File: src/rtl/io_bus_pkg.sv
// ---------------------------------------------------------------------------
// io_bus_pkg
//   Shared definitions for the IO/debug read bus initiator: default bus
//   widths, the read latency of the cpu_top IO read path, the default output
//   FIFO depth and the sweep FSM state encoding.
//   No ports (package).
// ---------------------------------------------------------------------------
package io_bus_pkg;

   localparam int IO_ADDR_W     = 8;
   localparam int IO_DATA_W     = 8;
   localparam int IO_RD_LAT     = 1;
   localparam int IO_FIFO_DEPTH = 4;

   typedef enum logic [2:0] {
      ST_IDLE    = 3'd0,
      ST_SETTLE  = 3'd1,
      ST_CAPTURE = 3'd2,
      ST_DRAIN   = 3'd3,
      ST_DONE    = 3'd4
   } state_t;

endpackage

File: src/rtl/io_fifo.sv
// ---------------------------------------------------------------------------
// io_fifo
//   Synchronous first-word-fall-through FIFO. The head entry is always
//   visible on rdata_o while the FIFO is not empty. A push into a full FIFO
//   is accepted when a pop happens in the same cycle.
// Ports
//   clk_i     in   1        clock, rising edge
//   reset_ni  in   1        asynchronous reset, active-low
//   push_i    in   1        write wdata_i this cycle
//   wdata_i   in   WIDTH    write data
//   pop_i     in   1        drop the head entry this cycle
//   rdata_o   out  WIDTH    head entry
//   full_o    out  1        all DEPTH entries occupied
//   empty_o   out  1        no entries
//   level_o   out  log2+1   number of occupied entries
// ---------------------------------------------------------------------------
module io_fifo #(
   parameter int WIDTH = 16,
   parameter int DEPTH = 4
) (
   input  logic                     clk_i,
   input  logic                     reset_ni,
   input  logic                     push_i,
   input  logic [WIDTH-1:0]         wdata_i,
   input  logic                     pop_i,
   output logic [WIDTH-1:0]         rdata_o,
   output logic                     full_o,
   output logic                     empty_o,
   output logic [$clog2(DEPTH):0]   level_o
);

   localparam int PTR_W = $clog2(DEPTH);
   localparam int LVL_W = PTR_W + 1;

   logic [WIDTH-1:0] mem_q [DEPTH];
   logic [PTR_W-1:0] wrPtr_q;
   logic [PTR_W-1:0] rdPtr_q;
   logic [LVL_W-1:0] level_q;
   logic             doPush;
   logic             doPop;

   // A pop frees the slot a simultaneous push needs, so full only blocks a
   // push that has no pop alongside it.
   assign doPop  = pop_i && (level_q != '0);
   assign doPush = push_i && ((level_q != LVL_W'(DEPTH)) || doPop);

   assign rdata_o = mem_q[rdPtr_q];
   assign full_o  = (level_q == LVL_W'(DEPTH));
   assign empty_o = (level_q == '0);
   assign level_o = level_q;

   // Storage, pointers and occupancy. Storage is cleared on reset so the
   // head output reads zero straight out of reset. Pointers wrap naturally
   // because DEPTH is a power of two.
   always_ff @(posedge clk_i or negedge reset_ni) begin
      if (!reset_ni) begin
         for (int i = 0; i < DEPTH; i++) begin
            mem_q[i] <= '0;
         end
         wrPtr_q <= '0;
         rdPtr_q <= '0;
         level_q <= '0;
      end else begin
         if (doPush) begin
            mem_q[wrPtr_q] <= wdata_i;
            wrPtr_q        <= wrPtr_q + PTR_W'(1);
         end
         if (doPop) begin
            rdPtr_q <= rdPtr_q + PTR_W'(1);
         end
         case ({doPush, doPop})
            2'b10:   level_q <= level_q + LVL_W'(1);
            2'b01:   level_q <= level_q - LVL_W'(1);
            default: level_q <= level_q;
         endcase
      end
   end

endmodule

File: src/rtl/io_bus_reader.sv
// ---------------------------------------------------------------------------
// io_bus_reader
//   Initiator side of the CPU debug/IO read bus. On start it sweeps COUNT
//   consecutive addresses from BASE, waits RD_LAT cycles after every address
//   change before sampling io_bus_dout, and queues {addr,data} pairs in an
//   output FIFO that drains over a valid/ready stream.
// Ports
//   clk          in   1       clock, rising edge
//   reset        in   1       asynchronous reset, active-low
//   start        in   1       sweep request, honoured only when idle
//   base_addr    in   ADDR_W  first address of the sweep
//   count        in   ADDR_W  number of reads, 0 means 2**ADDR_W
//   busy         out  1       sweep in progress (through the done cycle)
//   done         out  1       one-cycle pulse, sweep finished and FIFO empty
//   io_bus_addr  out  ADDR_W  address presented to cpu_top
//   io_bus_dout  in   DATA_W  read data from cpu_top
//   m_valid      out  1       stream word available
//   m_ready      in   1       consumer accepts the word
//   m_addr       out  ADDR_W  address of the head word
//   m_data       out  DATA_W  data of the head word
// ---------------------------------------------------------------------------
module io_bus_reader
   import io_bus_pkg::*;
#(
   parameter int ADDR_W     = IO_ADDR_W,
   parameter int DATA_W     = IO_DATA_W,
   parameter int RD_LAT     = IO_RD_LAT,
   parameter int FIFO_DEPTH = IO_FIFO_DEPTH
) (
   input  logic              clk,
   input  logic              reset,
   input  logic              start,
   input  logic [ADDR_W-1:0] base_addr,
   input  logic [ADDR_W-1:0] count,
   output logic              busy,
   output logic              done,
   output logic [ADDR_W-1:0] io_bus_addr,
   input  logic [DATA_W-1:0] io_bus_dout,
   output logic              m_valid,
   input  logic              m_ready,
   output logic [ADDR_W-1:0] m_addr,
   output logic [DATA_W-1:0] m_data
);

   localparam int LAT_W = (RD_LAT > 1) ? $clog2(RD_LAT) : 1;
   localparam int LVL_W = $clog2(FIFO_DEPTH) + 1;
   localparam int WORD_W = ADDR_W + DATA_W;

   state_t             state_q;
   logic [ADDR_W-1:0]  addr_q;
   logic [ADDR_W:0]    remain_q;
   logic [LAT_W-1:0]   latCnt_q;
   logic               busy_q;
   logic               done_q;

   logic               fifoFull;
   logic               fifoEmpty;
   logic [LVL_W-1:0]   fifoLevel;
   logic [WORD_W-1:0]  headWord;
   logic               popEn;
   logic               pushEn;
   logic               drainDone;

   // The consumer may drain at any time; a capture can land in a full FIFO
   // only when the head leaves in the same cycle.
   assign popEn     = !fifoEmpty && m_ready;
   assign pushEn    = (state_q == ST_CAPTURE) && (!fifoFull || popEn);
   assign drainDone = (fifoLevel == '0) || ((fifoLevel == LVL_W'(1)) && popEn);

   // Sweep FSM with registered outputs. The remaining counter is one bit
   // wider than the address so a count of zero can stand for a full
   // 2**ADDR_W sweep. The address only moves after a successful capture,
   // which keeps it stable through every settle and stalled capture cycle.
   always_ff @(posedge clk or negedge reset) begin
      if (!reset) begin
         state_q  <= ST_IDLE;
         addr_q   <= '0;
         remain_q <= '0;
         latCnt_q <= '0;
         busy_q   <= 1'b0;
         done_q   <= 1'b0;
      end else begin
         done_q <= 1'b0;
         case (state_q)
            ST_IDLE: begin
               if (start) begin
                  addr_q   <= base_addr;
                  remain_q <= (count == '0) ? {1'b1, {ADDR_W{1'b0}}} : {1'b0, count};
                  latCnt_q <= '0;
                  busy_q   <= 1'b1;
                  state_q  <= ST_SETTLE;
               end
            end
            ST_SETTLE: begin
               latCnt_q <= latCnt_q + LAT_W'(1);
               if (latCnt_q == LAT_W'(RD_LAT - 1)) begin
                  state_q <= ST_CAPTURE;
               end
            end
            ST_CAPTURE: begin
               if (pushEn) begin
                  remain_q <= remain_q - (ADDR_W+1)'(1);
                  if (remain_q == (ADDR_W+1)'(1)) begin
                     state_q <= ST_DRAIN;
                  end else begin
                     addr_q   <= addr_q + ADDR_W'(1);
                     latCnt_q <= '0;
                     state_q  <= ST_SETTLE;
                  end
               end
            end
            ST_DRAIN: begin
               if (drainDone) begin
                  done_q  <= 1'b1;
                  state_q <= ST_DONE;
               end
            end
            ST_DONE: begin
               busy_q  <= 1'b0;
               state_q <= ST_IDLE;
            end
            default: begin
               state_q <= ST_IDLE;
            end
         endcase
      end
   end

   io_fifo #(
      .WIDTH (WORD_W),
      .DEPTH (FIFO_DEPTH)
   ) uFifo (
      .clk_i    (clk),
      .reset_ni (reset),
      .push_i   (pushEn),
      .wdata_i  ({addr_q, io_bus_dout}),
      .pop_i    (popEn),
      .rdata_o  (headWord),
      .full_o   (fifoFull),
      .empty_o  (fifoEmpty),
      .level_o  (fifoLevel)
   );

   assign busy        = busy_q;
   assign done        = done_q;
   assign io_bus_addr = addr_q;
   assign m_valid     = !fifoEmpty;
   assign m_addr      = headWord[WORD_W-1 -: ADDR_W];
   assign m_data      = headWord[DATA_W-1:0];

endmodule
File: config.mk
export PLATFORM = sky130hd
export DESIGN_NAME = io_bus_reader
export DESIGN_NICKNAME = d
export VERILOG_FILES = /design/src/rtl/io_bus_pkg.sv /design/src/rtl/io_fifo.sv /design/src/rtl/io_bus_reader.sv
export SDC_FILE = /design/constraint.sdc
export NUM_CORES = 1
export LEC_CHECK = 0
export ABC_CLOCK_PERIOD_IN_PS = 2900
export CORE_MARGIN = 2
export CORE_UTILIZATION = 25
export DETAILED_ROUTE_END_ITERATION = 8
export HOLD_SLACK_MARGIN = 0.05
export PLACE_DENSITY = 0.52
export SYNTH_ARGS = -nofsm -noshare
export SYNTH_HDL_FRONTEND = slang
export SYNTH_SLANG_ARGS = --single-unit
File: constraint.sdc
create_clock -name clk -period 2.9 [get_ports clk]
set_input_delay 0.58 -clock clk [delete_from_list [all_inputs] [get_ports clk]]
set_output_delay 0.58 -clock clk [all_outputs]
set_load 0.005 [all_outputs]
==> out/metrics.csv, run 1 <==
metric,value,unit
start_util,25.7,%
std_cell_rows,49,
criticalPathCategory,reg -> out,
dieArea,19800,sq um
cts_tree,yes,
clk_latency,0.35,ns
htreeDepth,3,
ys_seq_elements,94,
die_x,141,um
synth_edf_count,0,
cts_made_buffers,9,
setup_ws,0.314,ns
core_area,18100,sq um
dieHeight,141,um
portBuffers,54,
max_freq,0.387,GHz
vias_per_cell,4.76,
cap_viol_max_count,0,
yosysSeqAreaShare,50.4,%
final.fill_count,1816,
fin_nets,454,
start_kind,flip-flop,
drc,0,
grt_overflow,0,
synth.top_cells.by_count,"dfrtp_1, mux2_2, a21oi_1, o211ai_1, mux4_2",
hp-class,in -> async,
vias,3085,
synth_area_per_cell,13.0,sq um
cp.arrival,2.01,ns
fin_tns_setup,0,ns
slew_violations,0,
ff2ff_path_depth,7,
synth_nets,400,
gp_congestion,0.760,
yosysTopAreaCell,dfrtp_1,
pre_cts_ws,0.334,ns
drive_gt1_share,27.9,%
grt_pass1_vias,3147,
hold_violations,0,
cts_buffer_depth,2,
antenna_found_initial,0,
drtPass1Iterations,4,
yosys-top-cells-area,"dfrtp_1, mux2_2, mux4_2",
rsz0062_at_grt,false,
grt_pass1_wl,17200,um
postCtsSetupBuffers,0,
routedWlPerCell,16.1,um
yosys_most_used_dff,dfrtp_1,
max_slew_margin,19.9,%
cp_max_fo,9,
grtUsageTotal,11.1,%
dp_hpwl,7090,um
synthArstFlopShare,100,%
worst_pin_slew,1.20,ns
period_needed,2.59,ns
path_clk_slew,0.07,ns
required,2.32,ns
finalSetupViolCount,0,
grt_max_degree,66,
p_leak,2.38,nW
fin_crit_sh,89.2,%
io_pins,55,
regArea,2350,sq um
power_density,1150,nW/um^2
dr.first_iter.drc_count,96,
num_antenna_cells,0,
multi_input_area,2170,sq um
synth_most_common_cell,dfrtp_1,
synth.distinct_cells,47,
final_antenna_net_count,0,
syn_area,4670,sq um
area_delta_synth_final,23.6,%
finClkSkew,0.00702,ns
cts.sinks,94,
routed_wl,10400,um
outcome,finished clean,
critPathCaptureType,output pin,
synth_cells,360,
cts_hold_buffers,0,
yosysTopAreaCellShare,50.4,%
peakVddDrop,0.000349,V
cts-root-buf,clkbuf_16,
yosysWarnings,0,
cts_resized,0,
[kinds of logic (layout without fill, tap and decap cells)]
logic type	Yosys count	count (layout)	synth area share, %
muxes	82	82	23.7
DFF	94	94	50.4
AOI/OAI and AO/OA	63	63	8.95
xor gates and xnor gates	6	6	1.13
and+or+nand+nor	72	72	9.52
buffers and inverters	31	90	3.08
adders and majority gates	12	12	3.22
[path summary, 6_finish.rpt]
kind	end	startpoint	slack [ns]
setup / recovery	m_addr[6]	uFifo.rdPtr_q[1]	0.31
hold / removal	remain_q[3]	reset	0.16
setup reg to reg	io_bus_addr[1]	remain_q[1]	0.77
hold reg to reg	uFifo.mem_q[37]	uFifo.mem_q[37]	0.49
max in group asynchronous	uFifo.level_o[2]	reset	2.04
min in group clk	uFifo.mem_q[37]	uFifo.mem_q[37]	0.49
[registers in the layout, summed over array words and instances, names as in the netlist]
signal,cells
uFifo.level_o,3
latCnt_q,1
uFifo.wrPtr_q,2
busy,1
io_bus_addr,8
state_q,3
done,1
uFifo.mem_q,64
remain_q,9
uFifo.rdPtr_q,2
[layout make-up]
class | count | area share (%)
Sequential cell | 94 | 40.8
Inverter | 10 | 0.694
Multi-Input combinational cell | 235 | 37.6
Clock buffer | 10 | 4.14
Clock inverter | 6 | 0.759
Tap cell | 229 | 4.97
Timing Repair Buffer | 64 | 11.1
[critical path: stages (launching register included)]
cell	delay (ns)
dfrtp_1	0.62
buf_4	0.25
mux4_2	0.32
clkdlybuf4s50_1	0.47
[metrics by stage]
step | hold slack [ns] | total power, W | area, sq um | utilization, % | instances
after global routing | 0.192 | 0.00717 | 5770 | 31.8 | 648
after detailed placement | 0.483 | 0.00562 | 5490 | 30.2 | 632
after floorplan | 0.284 | 0.00439 | 4670 | - | 360
after CTS | 0.171 | 0.00678 | 5770 | 31.8 | 648
after global placement | 0.473 | 0.00551 | 5490 | 30.2 | 632
final | 0.161 | 0.00665 | 5770 | 31.8 | 648
[cell usage in the layout, fill, tap and decap left out, types with 11 or more instances in the layout]
cell type        Yosys  routed
a21oi_1             17      17
clkdlybuf4s50_1      0      53
dfrtp_1             94      94
ha_1                12      12
mux2_2              60      60
mux4_2              16      16
nand2_1             11      11
nor2_1              13      13
o211ai_1            17      17
[layer usage]
layer,track usage (%),wire length (um),vias to the layer above
met3,3.09,368,10
met4,3.16,114,0
li1,-,-,1451
met5,0,0,-
met1,14.8,4890,1577
met2,17.9,5050,47
[where the power goes]
part / internal, W / leakage, nW / switching (W) / total (W)
Combinational: 0.00181 / 1.10 / 0.00119 / 0.00300
Clock: 0.000609 / 0.139 / 0.000520 / 0.00113
Sequential: 0.00196 / 1.14 / 0.000562 / 0.00252
(Power assumes the default switching activity.)
==> inputs of run 2 (changes only) <==
Settings changed: CORE_ASPECT_RATIO set to 1.5.
==> out/metrics.csv, run 2 (synthesis gave the netlist of run 1 again) <==
metric,value,unit,change
portBuffers,54,,unchanged
mostFrequentLayoutCell,dfrtp_1,,unchanged
finalSetupViolCount,0,,unchanged
clk_latency,0.34,ns,was 0.35 ns
dieHeight,171,um,was 141 um
core_area,18400,sq um,"was 18,100 sq um"
rsz0062_at_grt,false,,unchanged
cap_viol_max_count,0,,unchanged
largest_register,uFifo.mem_q,,unchanged
path_depth,3,,unchanged
cp_max_fo,11,,was 9
antenna_found_initial,0,,unchanged
peakVddDrop,0.000323,V,was 0.000349 V
p_leak,2.38,nW,about the same
num_antenna_cells,0,,unchanged
cp.arrival,2.08,ns,was 2.01 ns
cts_tree,yes,,unchanged
whs_path_depth,1,,
crit_path_cell_trace,"buf_12, mux4_2, clkdlybuf4s50_1",,"was buf_4, mux4_2, clkdlybuf4s50_1"
fin_crit_sh,91.7,%,was 89.2%
vias,3113,,"was 3,085"
setup_ws,0.241,ns,was 0.314 ns
required,2.32,ns,about the same
criticalPathCategory,reg -> out,,unchanged
crit_family,buffers and inverters,,unchanged
grt_pass1_vias,3415,,"was 3,147"
area_delta_synth_final,24.7,%,was 23.6%
drive_gt1_share,27.8,%,was 27.9%
grt_max_degree,89,,was 66
std_cell_rows,61,,was 49
grt_overflow,0,,unchanged
io_pins,55,,unchanged
drtPass1Iterations,4,,unchanged
routedWlPerCell,15.6,um,was 16.1 um
routed_wl,10500,um,"was 10,400 um"
hp-class,reg -> reg,,was in -> async
cts_made_buffers,9,,unchanged
cpMaxStageDelayCell,dfrtp_2,,was dfrtp_1
cts_buffer_depth,2,,unchanged
power.total,0.00671,W,was 0.00665 W
cts-root-buf,clkbuf_16,,unchanged
final_antenna_net_count,0,,unchanged
htreeDepth,3,,unchanged
drc,0,,unchanged
cts.sinks,94,,unchanged
max_slew_margin,19.5,%,was 19.9%
dp_hpwl,7160,um,was 7090 um
grtUsageTotal,11.2,%,was 11.1%
period_needed,2.66,ns,was 2.59 ns
grt_pass1_wl,17400,um,"was 17,200 um"
dr.first_iter.drc_count,95,,was 96
gp_congestion,0.714,,was 0.760
fin_nets,453,,was 454
power_density,1150,nW/um^2,about the same
hold_ws,0.499,ns,was 0.161 ns
vias_per_cell,4.65,,was 4.76
max_freq,0.376,GHz,was 0.387 GHz
largest_reg_flops,64,,unchanged
slew_violations,0,,unchanged
cp_num_buf_inv,2,,unchanged
start_kind,flip-flop,,unchanged
dieArea,19800,sq um,about the same
outcome,finished clean,,unchanged
start_util,25.4,%,was 25.7%
critPathCaptureType,output pin,,unchanged
die_x,116,um,was 141 um
finClkSkew,0.00698,ns,was 0.00702 ns
path_clk_slew,0.07,ns,about the same
hold_violations,0,,unchanged
fin_tns_setup,0,ns,unchanged
cpPeakStageDelay,0.55,ns,was 0.62 ns
final_cell_mix,"dfrtp_1, mux2_2, clkdlybuf4s50_1, a21oi_1, o211ai_1",,unchanged
pre_cts_ws,0.206,ns,was 0.334 ns
worst_pin_slew,1.20,ns,about the same
ff2ff_path_depth,6,,was 7
run 2: final timing paths:
path	from	end	slack (ns)
max in group asynchronous	reset	uFifo.rdPtr_q[0]	1.60
min in group asynchronous	reset	uFifo.mem_q[52]	0.59
worst max-delay path	uFifo.rdPtr_q[0]	m_addr[0]	0.24
worst min-delay path	uFifo.mem_q[35]	uFifo.mem_q[35]	0.50
worst max register to register	uFifo.level_o[0]	uFifo.mem_q[37]	0.63
worst min register to register	uFifo.mem_q[35]	uFifo.mem_q[35]	0.50
run 2: power by group:
group	internal [W]	switching (W)	leakage [nW]
combinational	0.00179	0.00115	1.09
clock	0.000700	0.000523	0.155
sequential	0.00196	0.000586	1.14
total	0.00445	0.00226	2.38
run 2: what timing repair did:
action	CTS	global route
gates resized for setup	0	1
hold endpoints to repair	6	0
buffers inserted	0	0
hold buffers	1	0
setup endpoints to repair	0	11
run 2: worst reg2reg max path: stages (launching register included):
cell and delay, ns:
dfrtp_1 0.41, inv_1 0.09, ha_1 0.25, nand3b_1 0.09, and2_1 0.48, nand2_2 0.41
mux2_1 0.43
run 2: cell type report:
type / instances / area, sq um
flip-flops and latches: 94 / 2350
fillers: 1843 / 12600
clock inverters: 6 / 68.8
inverters: 10 / 40.0
well taps: 252 / 315
clock buffers: 10 / 239
multi-input cells: 235 / 2170
repair buffers: 63 / 633
run 2: metal layers:
layer  track usage (%)  up-vias  part of all wire (%)
met2              20.1       62                    53
met1              13.3     1592                    42
li1                  -     1451                     -
met4              3.51        0                   1.3
met5                 0        -                     0
met3              2.18        8                   3.6
run 2: through the flow:
step	util [%]	cell area [sq um]	instances
final	31.6	5820	670
after global routing	31.6	5820	670
after CTS	31.6	5820	670
after detailed placement	29.9	5500	653
after global placement	29.9	5500	653
after floorplan	-	4670	360
